$ cat config.mk
export PLATFORM = sky130hd
export DESIGN_NAME = vga_timing_1080p
export DESIGN_NICKNAME = d
export VERILOG_FILES = /design/src/rtl/vga_timing_1080p.sv
export SDC_FILE = /design/constraint.sdc
export NUM_CORES = 1
export LEC_CHECK = 0
export CAP_MARGIN = 20
export CORE_MARGIN = 10
export CORE_UTILIZATION = 51
export CTS_BUF_LIST = sky130_fd_sc_hd__clkbuf_4 sky130_fd_sc_hd__clkbuf_8
export DETAILED_ROUTE_END_ITERATION = 6
export MAX_ROUTING_LAYER = met4
export PLACE_DENSITY = 0.89
export SLEW_MARGIN = 20
export SYNTH_ARGS = -nofsm -noshare
export SYNTH_HDL_FRONTEND = slang
export SYNTH_SLANG_ARGS = --single-unit
$ cat constraint.sdc
create_clock -name clk_148_mhz -period 2.64 [get_ports clk_148_mhz]
set_clock_uncertainty 0.2 [all_clocks]
set_input_delay 0.528 -clock clk_148_mhz [delete_from_list [all_inputs] [get_ports clk_148_mhz]]
set_output_delay 0.528 -clock clk_148_mhz [all_outputs]
set_load 0.05 [all_outputs]
$ cat src/rtl/vga_timing_1080p.sv
// Raster timing generator for 1920x1080p60 (2200x1125 total) on a 148.5 MHz pixel clock.
// Define VGA_TIMING_SYNC_DELAY_EN to register Hsync/Vsync one cycle behind the counters.
module vga_timing_1080p #(
   parameter int H_ACTIVE = 1920,
   parameter int H_FP     = 88,
   parameter int H_SYNC   = 44,
   parameter int H_BP     = 148,
   parameter int V_ACTIVE = 1080,
   parameter int V_FP     = 4,
   parameter int V_SYNC   = 5,
   parameter int V_BP     = 36
) (
   input  logic        clk_148_mhz,
   input  logic        rst_n,
   output logic [11:0] h_count_wire,
   output logic [10:0] v_count_wire,
   output logic        display_on,
   output logic        Hsync,
   output logic        Vsync,
   output logic        frame_end
);

   localparam int H_TOTAL = H_ACTIVE + H_FP + H_SYNC + H_BP;
   localparam int V_TOTAL = V_ACTIVE + V_FP + V_SYNC + V_BP;

   // Boundaries are sized to the counter width so every compare is full-width unsigned.
   localparam logic [11:0] H_LAST       = 12'(H_TOTAL - 1);
   localparam logic [11:0] H_ACT_END    = 12'(H_ACTIVE);
   localparam logic [11:0] H_SYNC_START = 12'(H_ACTIVE + H_FP);
   localparam logic [11:0] H_SYNC_END   = 12'(H_ACTIVE + H_FP + H_SYNC);
   localparam logic [10:0] V_LAST       = 11'(V_TOTAL - 1);
   localparam logic [10:0] V_ACT_END    = 11'(V_ACTIVE);
   localparam logic [10:0] V_SYNC_START = 11'(V_ACTIVE + V_FP);
   localparam logic [10:0] V_SYNC_END   = 11'(V_ACTIVE + V_FP + V_SYNC);

   logic h_wrap;
   logic v_wrap;
   logic hsync_dec;
   logic vsync_dec;

   assign h_wrap = (h_count_wire == H_LAST);
   assign v_wrap = (v_count_wire == V_LAST);

   // NOTE: sequential state uses non-blocking assignments so every register samples pre-edge values.
   always_ff @(posedge clk_148_mhz or negedge rst_n) begin
      if (!rst_n) begin
         h_count_wire <= '0;
         v_count_wire <= '0;
         frame_end    <= 1'b0;
      end else begin
         h_count_wire <= h_wrap ? 12'd0 : h_count_wire + 12'd1;
         if (h_wrap) begin
            v_count_wire <= v_wrap ? 11'd0 : v_count_wire + 11'd1;
         end
         // Registered so the pulse lines up with the (0,0) pixel it announces.
         frame_end <= h_wrap && v_wrap;
      end
   end

   assign display_on = (h_count_wire < H_ACT_END) && (v_count_wire < V_ACT_END);
   assign hsync_dec  = (h_count_wire >= H_SYNC_START) && (h_count_wire < H_SYNC_END);
   assign vsync_dec  = (v_count_wire >= V_SYNC_START) && (v_count_wire < V_SYNC_END);

`ifdef VGA_TIMING_SYNC_DELAY_EN
   always_ff @(posedge clk_148_mhz or negedge rst_n) begin
      if (!rst_n) begin
         Hsync <= 1'b0;
         Vsync <= 1'b0;
      end else begin
         Hsync <= hsync_dec;
         Vsync <= vsync_dec;
      end
   end
`else
   assign Hsync = hsync_dec;
   assign Vsync = vsync_dec;
`endif

endmodule

==> flow_summary.ini, run 1 <==
[grt]
pin_count_of_the_biggest_net_entering_global_routing = 25
wire_length_of_the_first_global_routing_pass_mm = 5.168
vias_in_the_first_global_route = 1136
gr-total-overflow = 0
total_routing_resource_utilization_after_global_routing_pct = 12.67
antenna_violations_before_repair = 0

[sta]
drv_slew = 0
maxClockFrequency_mhz = 390.7
hold_viol = 0
period_needed_ns = 2.560
final-setup-viol-count = 0
final_min_period_over_clock_period_pct = 96.95
final.setup.tns_ns = 0
rsz0062_at_grt = false
worst-slew-pin-transition_ns = 0.5081
max-slew-margin-rel_pct = 65.85

[floorplanning]
core_area_mm2 = 0.002432
ios = 29
floorplan.die_area_mm2 = 0.004893
floorplan.initialDensity_pct = 52.31
fp.dieW_um = 69.95
chipHeight_um = 69.95
rows = 18

[yosys]
ffs_latches_synth = 24
synthesis.yosys.warnings = 0
synth_top_area_share_pct = 47.20
yosys.cell_types.count = 35
synth_top_cells_by_area = dfrtp_1, xnor2_1, xor2_1, nand3_1, nor2_1
synthesis.area_mm2 = 0.001272
synthesis.area_per_instance_um2 = 10.02
netlist.top_cell.by_area = dfrtp_1
portion_of_the_post_synthesis_area_used_by_sequential_elements_pct = 47.20
postSynthCellCount = 127
synthesized_nets = 132

[finish]
finalCoreUtilization_pct = 69.08
layout.nets = 164
postLayoutCellArea_mm2 = 0.001680
multi_input_comb_area_um2 = 634.4
num_antenna_cells = 0
mostFrequentLayoutCell = clkdlybuf4s50_1
regArea_um2 = 600.6
areaGrowthSynthToFinish_pct = 32.05
mostFrequentLayoutCells = clkdlybuf4s50_1, dfrtp_1, nor2_1
fillers = 191
layout_cell_share_with_drive_strength_beyond_1_pct = 13.92

[worst_setup_path]
worst_ep_arrival_time_ns = 1.83
cp.required_ns = 1.91
end_kind = output port
worst_path_max_delay_cell = or4b_4
slowest_delay_ns = 0.54
timing.critical_path.from_type = register
cp_max_fo = 4
critical_path.cell_chain = or4b_4, nor3_1, a41o_1, buf_12
timing_worst_setup_path_type = reg -> out

[placed_design]
cell_area_after_placement_mm2 = 0.001620
dp_hpwl_mm = 2.175
total_of_buffers_placed_on_input_and_output_ports = 28
gp_congestion = 0.8226

[route]
finalWirelength_mm = 2.928
vias_per_cell = 5.649
ant_nets = 0
drtIter0Drc = 55
detailroute.via_count = 1062
post-route-drc-count = 0
route.detailed.wl_per_inst_um = 15.57
firstDrtPassIters = 4

[power_and_ir_drop]
static-leakage-power_nw = 0.7297
power.ir.vdd_worst_mv = 0.3539
post-layout-total-power_uw = 643.9
power_density_mw_per_mm2 = 383.2

[clock_tree]
cts_max_path_buffers = 2
tritoncts = done
htree_num_levels = 1
cts_num_sinks = 24
clockRootBuffer = clkbuf_4
worstSkewPairLatency_ns = 0.33
cts_inserted_buffers = 3
ctsHoldBuffers = 0
clkSlewWorstSetupHoldPaths_ns = 0.14

[outcome]
status = completed

[hold_path]
class_of_the_worst_hold_path = reg -> reg

[flow_run]
maxCapViolations = 0
[what timing repair did]
item	in CTS	in global routing
endpoints found under the hold margin	0	0
setup buffers	0	1
endpoints found under the setup margin	0	1
resized for setup	0	0
[routing by layer]
| metal | vias to the layer above | share of wire, % | GRT usage [%] |
|---|---|---|---|
| met4 | 0 | 1.4 | 5.044 |
| met3 | 6 | 5.3 | 3.531 |
| met5 | - | 0 | - |
| li1 | 515 | - | - |
| met1 | 509 | 45 | 14.66 |
| met2 | 32 | 48 | 20.24 |
[registers in the layout, summed over array words and instances, names as in the netlist]
| signal | cells |
|---|---|
| h_count_wire | 12 |
| v_count_wire | 11 |
| frame_end | 1 |
[through the flow]
stage / hold slack, ns / setup WS [ns] / cells
floorplan: 0.03241 / 0.07210 / 127
global placement: 0.2739 / 0.4378 / 183
detailed placement: 0.2756 / 0.3657 / 183
CTS: 0.2982 / 0.04210 / 187
global route: 0.3425 / 0.009515 / 188
finish: 0.2924 / 0.08044 / 188
[worst paths after layout]
check / startpoint / to / slack, ns / depth (start not counted)
worst max-delay path: h_count_wire[9]$_DFF_PN0_ / Hsync / 0.08 / 4
worst min-delay path: h_count_wire[0]$_DFF_PN0_ / h_count_wire[0]$_DFF_PN0_ / 0.29 / 1
worst max register to register: v_count_wire[9]$_DFFE_PN0N_ / v_count_wire[5]$_DFFE_PN0N_ / 0.36 / 4
worst min register to register: h_count_wire[0]$_DFF_PN0_ / h_count_wire[0]$_DFF_PN0_ / 0.29 / 1
max in group asynchronous: rst_n / v_count_wire[7]$_DFFE_PN0N_ / 1.65 / 2
min in group asynchronous: rst_n / v_count_wire[4]$_DFFE_PN0N_ / 0.34 / 2
[cells in the mapped netlist]
master	n
nor3b_1	2
nand3_1	10
a21o_1	2
a31o_2	1
xor2_1	6
and2_1	1
inv_1	6
nand4_1	5
nor3_4	1
a41o_1	1
nor4_4	1
or4_1	1
or3_1	5
clkbuf_1	2
a21oi_1	2
and3_1	1
dfrtp_1	24
xnor2_1	6
or4b_1	1
o21ai_0	6
or4b_4	1
nor3_1	4
buf_6	1
buf_2	1
ha_1	3
o311ai_1	1
nor4_2	1
mux2_2	1
nand2_1	11
or3_4	1
o41ai_2	1
nor4_1	1
or2_2	2
a211oi_1	2
nor2_1	12
[where the power goes]
part | switching, mW | internal, mW | total [mW]
clock network | 0.113 | 0.154 | 0.267
registers | 0 | 0.368 | 0.368
logic | 0.00701 | 0.00227 | 0.00927
total | 0.120 | 0.524 | 0.644
[worst max-delay path, delay by kind of cell, from the launching register on]
family / cells / cell delay, ns
and+or+nand+nor: 2 / 0.75
DFF: 1 / 0.44
AOI/OAI and AO/OA: 1 / 0.17
buffers and inverters: 1 / 0.15
[layout make-up]
cell class | instances | share of cell area [%]
inverters | 6 | 1.340
flip-flops and latches | 24 | 35.74
clock inverters | 1 | 1.787
well taps | 30 | 2.234
clock buffers | 3 | 1.340
multi-input cells | 93 | 37.75
repair buffers | 31 | 19.81
[cells by family (layout without fill, tap and decap cells)]
logic type	Yosys count	in the layout	synth area share [%]
AOI/OAI and AO/OA	16	16	8.948
xor gates and xnor gates	12	12	8.260
adders and majority gates	3	3	2.950
buffers and inverters	10	41	3.638
DFF	24	24	47.20
muxes	1	1	0.8849
and+or+nand+nor	61	61	28.12
Note: power is estimated with default switching activity, not from simulation.
==> inputs of run 2 (changes only) <==
--- a/config.mk
+++ b/config.mk
@@ -5,13 +5,13 @@
 export SDC_FILE = /design/constraint.sdc
 export NUM_CORES = 1
 export LEC_CHECK = 0
-export CAP_MARGIN = 20
+export CAP_MARGIN = 15
 export CORE_MARGIN = 10
-export CORE_UTILIZATION = 51
+export CORE_UTILIZATION = 45
 export CTS_BUF_LIST = sky130_fd_sc_hd__clkbuf_4 sky130_fd_sc_hd__clkbuf_8
 export DETAILED_ROUTE_END_ITERATION = 6
 export MAX_ROUTING_LAYER = met4
-export PLACE_DENSITY = 0.89
+export PLACE_DENSITY = 0.81
 export SLEW_MARGIN = 20
 export SYNTH_ARGS = -nofsm -noshare
 export SYNTH_HDL_FRONTEND = slang
==> flow_summary.ini, run 2 (same netlist as run 1, synthesis figures left out) <==
[outcome]
status = completed

[clock_tree]
htree_num_levels = 1
tritoncts = done
clockRootBuffer = clkbuf_4
cts_max_path_buffers = 2
worstSkewPairLatency_ns = 0.31
cts_num_sinks = 24
ctsHoldBuffers = 0
cts_inserted_buffers = 3
clkSlewWorstSetupHoldPaths_ns = 0.13

[route]
post-route-drc-count = 0
firstDrtPassIters = 4
route.detailed.wl_per_inst_um = 15.92
drtIter0Drc = 87
vias_per_cell = 5.737
finalWirelength_mm = 3.025
detailroute.via_count = 1090
ant_nets = 0

[hold_path]
class_of_the_worst_hold_path = reg -> reg
min_delay_path_depth = 1

[placed_design]
total_of_buffers_placed_on_input_and_output_ports = 28
dp_hpwl_mm = 2.278
place_ws_ns = 0.3875
placedCellCount = 185
gp_congestion = 0.8320
cell_area_after_placement_mm2 = 0.001629

[finish]
num_antenna_cells = 0
finish.cell_count_without_fillers = 190
layout_cell_share_with_drive_strength_beyond_1_pct = 14.47
multi_input_comb_area_um2 = 634.4
areaGrowthSynthToFinish_pct = 31.46
mostFrequentLayoutCells = clkdlybuf4s50_1, dfrtp_1, nor2_1
postLayoutCellArea_mm2 = 0.001673
regMostFlops = h_count_wire
layout.nets = 165
largest_register_ff_count = 12
regArea_um2 = 600.6
mostFrequentLayoutCell = clkdlybuf4s50_1
fillers = 249
reg_top3 = h_count_wire: 12 flops, v_count_wire: 11 flops, frame_end: 1 flops

[floorplanning]
floorplan.initialDensity_pct = 46.54
floorplan.die_area_mm2 = 0.005355
rows = 19
fp.dieW_um = 73.18
chipHeight_um = 73.18
ios = 29
core_area_mm2 = 0.002734

[worst_setup_path]
worst_path_max_delay_cell = or4b_4
reg2reg_from = v_count_wire[9]$_DFFE_PN0N_
timing_worst_setup_path_type = reg -> out
cp_max_fo = 4
timing.critical_path.from_type = register
worst_ep_arrival_time_ns = 1.83
crit_path_start = h_count_wire[8]$_DFF_PN0_
slowest_delay_ns = 0.56
end_kind = output port
reg_to_reg_slack_setup_ns = 0.40
cp.required_ns = 1.91
regToRegEndpoint = v_count_wire[10]$_DFFE_PN0N_
worst_setup_path_endpoint = Hsync
r2r_cells = 4
critical_path.cell_chain = or4b_4, nor3_1, a41o_1, buf_12

[sta]
post-route-worst-setup-slack_ns = 0.08686
hold_viol = 0
maxClockFrequency_mhz = 391.7
period_needed_ns = 2.553
final_min_period_over_clock_period_pct = 96.71
worst-slew-pin-transition_ns = 0.5174
max-slew-margin-rel_pct = 65.40
final.setup.tns_ns = 0
final-setup-viol-count = 0
whs_ns = 0.3020
drv_slew = 0

[grt]
total_routing_resource_utilization_after_global_routing_pct = 11.74
vias_in_the_first_global_route = 1074
wire_length_of_the_first_global_routing_pass_mm = 5.023
gr-total-overflow = 0
antenna_violations_before_repair = 0
pin_count_of_the_biggest_net_entering_global_routing = 25

[power_and_ir_drop]
power.ir.vdd_worst_mv = 0.2806
static-leakage-power_nw = 0.7282
power_density_mw_per_mm2 = 340.8

[flow_run]
maxCapViolations = 0
==> run 2: worst max-delay path, delay by kind of cell (launching register included) <==
family / cells / cell delay, ns
simple gates: 2 / 0.77
compound gates: 1 / 0.17
flops: 1 / 0.43
buf+inv: 1 / 0.15
==> run 2: layout make-up <==
type	count	share of cell area, %
Multi-Input combinational cell	93	37.92
Clock buffer	4	2.169
Tap cell	31	2.319
Timing Repair Buffer	32	20.34
Inverter	6	1.346
Sequential cell	24	35.90
==> run 2: worst min path at each step <==
stage	to	start	slack [ns]
floorplan	frame_end$_DFF_PN0_	rst_n	0.03
global placement	h_count_wire[0]$_DFF_PN0_	h_count_wire[0]$_DFF_PN0_	0.28
detailed placement	h_count_wire[0]$_DFF_PN0_	h_count_wire[0]$_DFF_PN0_	0.28
CTS	h_count_wire[0]$_DFF_PN0_	h_count_wire[0]$_DFF_PN0_	0.30
global route	h_count_wire[0]$_DFF_PN0_	h_count_wire[0]$_DFF_PN0_	0.33
finish	h_count_wire[0]$_DFF_PN0_	h_count_wire[0]$_DFF_PN0_	0.30
==> run 2: report_power, final <==
group	leakage, nW	switching (mW)	internal, mW
Combinational	0.386	0.00717	0.00227
Sequential	0.321	0	0.368
Clock	0.0210	0.109	0.0841
Total	0.728	0.116	0.454
==> run 2: stage by stage <==
step                      utilization [%]  power (mW)
after floorplan                         -      0.3747
after global placement              59.59      0.3845
after detailed placement            59.59      0.3848
after CTS                           60.92      0.5743
after global routing                61.19      0.5975
final                               61.19      0.5701
==> run 2: routing by layer <==
layer	routed length [µm]	vias to the layer above	GRT usage (%)
li1	-	516	-
met1	1354	541	13.90
met2	1410	29	18.34
met3	221	4	3.537
met4	38	0	4.219
met5	0	-	-
==> run 2: timing repair <==
action | 4_1_cts | 5_1_grt
buffers inserted | 0 | 1
gates resized for setup | 0 | 0
setup endpoints to repair | 0 | 1
